--- config.mk ---
export PLATFORM = sky130hd
export DESIGN_NAME = apb_cmd_master
export DESIGN_NICKNAME = d
export VERILOG_FILES = /design/src/rtl/apb_cmd_master.sv
export SDC_FILE = /design/constraint.sdc
export NUM_CORES = 1
export LEC_CHECK = 0
export ABC_AREA = 1
export CORE_ASPECT_RATIO = 0.6
export CORE_UTILIZATION = 35
export CTS_CLUSTER_SIZE = 12
export DETAILED_ROUTE_END_ITERATION = 10
export GPL_ROUTABILITY_DRIVEN = 0
export PLACE_DENSITY = 0.65
export REMOVE_ABC_BUFFERS = 1
export SYNTH_ARGS = -nofsm -noshare
export SYNTH_HDL_FRONTEND = slang
export SYNTH_SLANG_ARGS = --single-unit
--- constraint.sdc ---
create_clock -name pclk -period 4 [get_ports pclk]
set_input_delay 1.2 -clock pclk [delete_from_list [all_inputs] [get_ports pclk]]
set_output_delay 1.2 -clock pclk [all_outputs]
set_load 0.02 [all_outputs]
--- src/rtl/apb_cmd_master.sv ---
// apb_cmd_master
// APB4 master with a valid/ready command port and a valid/ready response port.
// Each accepted command becomes one APB transfer, and at most one transfer is
// in flight. The master captures PSLVERR. It can abort a transfer that waits
// too long, using the TIMEOUT count of wait-state ACCESS cycles (0 = never).
//
// Ports
//   pclk, rst_n          clock (rising edge) and async active-low reset
//   cmd_*                command: valid/ready, write, addr, wdata, strb
//   rsp_*                response: valid/ready, rdata, err, timeout
//   paddr..pstrb         APB request outputs (psel pre-decoded for one slave)
//   prdata/pready/pslverr APB slave returns
module apb_cmd_master #(
    parameter int ADDR_W  = 4,
    parameter int DATA_W  = 8,
    parameter int TIMEOUT = 16
) (
    input  logic                pclk,
    input  logic                rst_n,
    input  logic                cmd_valid,
    output logic                cmd_ready,
    input  logic                cmd_write,
    input  logic [ADDR_W-1:0]   cmd_addr,
    input  logic [DATA_W-1:0]   cmd_wdata,
    input  logic [DATA_W/8-1:0] cmd_strb,
    output logic                rsp_valid,
    input  logic                rsp_ready,
    output logic [DATA_W-1:0]   rsp_rdata,
    output logic                rsp_err,
    output logic                rsp_timeout,
    output logic [ADDR_W-1:0]   paddr,
    output logic                pwrite,
    output logic                psel,
    output logic                penable,
    output logic [DATA_W-1:0]   pwdata,
    output logic [DATA_W/8-1:0] pstrb,
    input  logic [DATA_W-1:0]   prdata,
    input  logic                pready,
    input  logic                pslverr
);
    localparam int STRB_W = DATA_W / 8;
    // Keep at least one bit so TIMEOUT=0 still elaborates.
    localparam int CNT_W  = (TIMEOUT > 0) ? $clog2(TIMEOUT + 1) : 1;
    localparam logic [CNT_W-1:0] CNT_LAST = (TIMEOUT > 0) ? CNT_W'(TIMEOUT - 1) : '0;

    typedef enum logic [1:0] {
        S_IDLE   = 2'd0,
        S_SETUP  = 2'd1,
        S_ACCESS = 2'd2,
        S_RESP   = 2'd3
    } state_t;

    state_t              state_q, state_d;
    logic [CNT_W-1:0]    cnt_q, cnt_d;
    logic                cmd_ready_q, cmd_ready_d;
    logic                psel_q, psel_d;
    logic                penable_q, penable_d;
    logic                rsp_valid_q, rsp_valid_d;
    logic [DATA_W-1:0]   rsp_rdata_q, rsp_rdata_d;
    logic                rsp_err_q, rsp_err_d;
    logic                rsp_timeout_q, rsp_timeout_d;
    logic [ADDR_W-1:0]   paddr_q, paddr_d;
    logic                pwrite_q, pwrite_d;
    logic [DATA_W-1:0]   pwdata_q, pwdata_d;
    logic [STRB_W-1:0]   pstrb_q, pstrb_d;

    always_comb begin
        state_d       = state_q;
        cnt_d         = cnt_q;
        cmd_ready_d   = cmd_ready_q;
        psel_d        = psel_q;
        penable_d     = penable_q;
        rsp_valid_d   = rsp_valid_q;
        rsp_rdata_d   = rsp_rdata_q;
        rsp_err_d     = rsp_err_q;
        rsp_timeout_d = rsp_timeout_q;
        paddr_d       = paddr_q;
        pwrite_d      = pwrite_q;
        pwdata_d      = pwdata_q;
        pstrb_d       = pstrb_q;

        case (state_q)
            S_IDLE: begin
                // Every output is a flop, so cmd_ready rises one edge after reset release.
                cmd_ready_d = 1'b1;
                if (cmd_valid && cmd_ready_q) begin
                    state_d     = S_SETUP;
                    cmd_ready_d = 1'b0;
                    psel_d      = 1'b1;
                    cnt_d       = '0;
                    paddr_d     = cmd_addr;
                    pwrite_d    = cmd_write;
                    pwdata_d    = cmd_wdata;
                    pstrb_d     = cmd_write ? cmd_strb : '0;
                end
            end
            S_SETUP: begin
                state_d   = S_ACCESS;
                penable_d = 1'b1;
            end
            S_ACCESS: begin
                if (pready) begin
                    state_d       = S_RESP;
                    psel_d        = 1'b0;
                    penable_d     = 1'b0;
                    rsp_valid_d   = 1'b1;
                    rsp_err_d     = pslverr;
                    rsp_timeout_d = 1'b0;
                    rsp_rdata_d   = pwrite_q ? '0 : prdata;
                end else if ((TIMEOUT > 0) && (cnt_q == CNT_LAST)) begin
                    // This is the TIMEOUT-th consecutive not-ready edge.
                    state_d       = S_RESP;
                    psel_d        = 1'b0;
                    penable_d     = 1'b0;
                    rsp_valid_d   = 1'b1;
                    rsp_err_d     = 1'b1;
                    rsp_timeout_d = 1'b1;
                    rsp_rdata_d   = '0;
                end else begin
                    cnt_d = cnt_q + CNT_W'(1);
                end
            end
            S_RESP: begin
                if (rsp_ready) begin
                    state_d     = S_IDLE;
                    rsp_valid_d = 1'b0;
                    cmd_ready_d = 1'b1;
                end
            end
            default: state_d = S_IDLE;
        endcase
    end

    always_ff @(posedge pclk or negedge rst_n) begin
        if (!rst_n) begin
            state_q       <= S_IDLE;
            cnt_q         <= '0;
            cmd_ready_q   <= 1'b0;
            psel_q        <= 1'b0;
            penable_q     <= 1'b0;
            rsp_valid_q   <= 1'b0;
            rsp_rdata_q   <= '0;
            rsp_err_q     <= 1'b0;
            rsp_timeout_q <= 1'b0;
            paddr_q       <= '0;
            pwrite_q      <= 1'b0;
            pwdata_q      <= '0;
            pstrb_q       <= '0;
        end else begin
            state_q       <= state_d;
            cnt_q         <= cnt_d;
            cmd_ready_q   <= cmd_ready_d;
            psel_q        <= psel_d;
            penable_q     <= penable_d;
            rsp_valid_q   <= rsp_valid_d;
            rsp_rdata_q   <= rsp_rdata_d;
            rsp_err_q     <= rsp_err_d;
            rsp_timeout_q <= rsp_timeout_d;
            paddr_q       <= paddr_d;
            pwrite_q      <= pwrite_d;
            pwdata_q      <= pwdata_d;
            pstrb_q       <= pstrb_d;
        end
    end

    assign cmd_ready   = cmd_ready_q;
    assign psel        = psel_q;
    assign penable     = penable_q;
    assign rsp_valid   = rsp_valid_q;
    assign rsp_rdata   = rsp_rdata_q;
    assign rsp_err     = rsp_err_q;
    assign rsp_timeout = rsp_timeout_q;
    assign paddr       = paddr_q;
    assign pwrite      = pwrite_q;
    assign pwdata      = pwdata_q;
    assign pstrb       = pstrb_q;

endmodule

==> out/metrics.cfg <==
[cells_and_area]
antenna_cells = 0
fin_util = 0.546
final-seq-area_um2 = 876
fillers = 402
final_common_cell = nand2_1
multi_input_area_um2 = 596
layout.cells.non_filler = 313
drive_above_1_share = 0.0553
final_cell_mix = 100 x nand2_1, 54 x clkdlybuf4s50_1, 35 x dfrtp_1
areaGrowthSynthToFinish_pct = 46.1
final_nets = 285

[hold_path]
min_path_type = flip-flop to flip-flop

[clock_network]
ctsResizeCount = 0
cts.sinks = 35
postCtsHoldBufs = 0
cts_root_buffer = clkbuf_8
cts_tree = yes
cts_setup_buffers = 0
cts_max_path_buffers = 2
insertion_delay_ps = 280
path_clk_slew_ps = 70
cts_inserted_buffers = 5
htreeDepth = 2

[timing]
hold_viol = 0
drv_slew = 0
tns_ps = 0
fmax_mhz = 398
rsz0062_at_grt = false
fin_ws_ps = 1490
fin_skew_ps = 6.47
period_share = 0.628
slew_headroom = 0.486
worstMarginPinSlew_ps = 771
finalSetupViolCount = 0
finalCriticalPeriod_ps = 2510

[die]
num_rows = 18
die_y_um = 53.8
initial_utilization = 0.374
core_area_um2 = 4190
die_area_um2 = 4760
io_pins = 56
die_w_um = 88.4

[global_routing]
met1_usage = 0.238
grt_use_met3 = 0.0644
grt_max_degree = 36
grt_usage = 0.164
overflow = 0
grt_pass1_wl_um = 5700
met2_usage = 0.222
grt-busiest-layer = met1
grt_pass1_vias = 1227
antenna_found_initial = 0

[power_and_ir_drop]
vdd_drop_max_uv = 328
swShare = 0.392
switching_power_uw = 680
combinationalPowerShare = 0.468
clockPowerShare = 0.190
p_int_uw = 1060
p_leak_uw = 0.00119
pwr-share-seq = 0.342
power.density_nw_per_um2 = 758

[synthesis]
syn_area_per_cell_um2 = 8.16
yosys_warnings = 0
syn_inst = 192
synth_seq_area_share = 0.559
ys_ff_latch = 35
syn_area_um2 = 1570
synth_cell_types = 17

[setup_path]
critPathLaunchType = flip-flop
crit_type = flip-flop to primary output
crit_path_max_incr_delay_ps = 640
worstPathMaxFanout = 4
cp_cell_sequence = clkdlybuf4s50_1
cp-end-kind = primary output
path_delay_family = buffers and inverters
cp_data_required_time_ps = 2800
r2r_setup_slack_ps = 2280
worst-path-buf-inv = 1
worst_ep_arrival_time_ps = 1310
critPathSlowestCell = clkdlybuf4s50_1

[run_status]
outcome = finished, final reports clean

[placement]
dp.cells = 305
place_ws_ps = 1410
port-buffer-count = 55
dp_hpwl_um = 2520

[routing]
viasPerCell = 4.19
first_pass_iters = 4
vias = 1313
drcViolationCount = 0
postRouteAntennaNets = 0
wl_per_cell_um = 11.1
drtIter0Drc = 74
totalWireLength_um = 3470

[flow_run]
drv_cap = 0

==> registers in the layout (all words and copies together), names as in the netlist <==
register and cells:
cmd_ready 1, cnt_q 5, paddr 4, penable 1, psel 1, pstrb 1, pwdata 8, pwrite 1
rsp_err 1, rsp_rdata 8, rsp_timeout 1, rsp_valid 1, state_q 2
==> cell type report <==
type                       count  share of cell area
tap                           60              0.0328
clock buffer                   6              0.0361
timing repair buffer          55               0.238
sequential                    35               0.383
clock inverter                 2              0.0153
inverter                      21              0.0344
multi-input combinational    134               0.260
==> Yosys cell counts (all sizes together) <==
cell	number	area share
nand4	2	0.0080
o21ai	3	0.0096
a21oi	2	0.0064
buf	2	0.010
nand2	102	0.25
ha	5	0.040
o22a	1	0.0056
nor2	5	0.012
inv	20	0.048
clkinv	1	0.0024
nand3	14	0.048
dfrtp	35	0.56
==> cells by family (layout without fill, tap and decap cells) <==
| logic type | Yosys count | after routing | share of synthesized area |
|---|---|---|---|
| AND/OR/NAND/NOR | 123 | 123 | 0.319 |
| buffers and inverters | 23 | 84 | 0.0607 |
| flip-flops | 35 | 35 | 0.559 |
| AO/OA/AOI/OAI | 6 | 6 | 0.0216 |
| adder cells (fa/ha/maj) | 5 | 5 | 0.0399 |
==> stage by stage <==
step,cell area [µm²],hold WS (ps),power (µW)
after floorplan,1550,449,1050
after global placement,2170,454,1410
after detailed placement,2170,458,1410
after CTS,2290,477,1750
after global routing,2290,497,1870
final,2290,474,1740
==> worst min-delay path: stages (launching register included) <==
cell     delay, ps
dfrtp_1        350
nand2_1         50
nand2_1         50
==> final timing paths <==
path,startpoint,end,cells after the start
max,cmd_ready,cmd_ready,1
min,rsp_rdata[7],rsp_rdata[7],2
max reg2reg,cnt_q[0],cnt_q[1],10
min reg2reg,rsp_rdata[7],rsp_rdata[7],2
max in group asynchronous,rst_n,paddr[3],1
min in group asynchronous,rst_n,rsp_timeout,1
==> metal layers <==
layer	part of all wire	routed length [µm]
met4	0.010	36
met1	0.56	1930
met2	0.36	1230
met5	0	0
met3	0.078	270
==> power groups by stage <==
stage               clock [µW]  sequential [µW]  combinational [µW]
floorplan                    0              739                 309
finish                     329              593                 813
detailed placement           0              593                 821
CTS                        338              593                 820
global route               352              614                 907
global placement             0              599                 810
No activity file was read; power rests on OpenSTA's default activity.
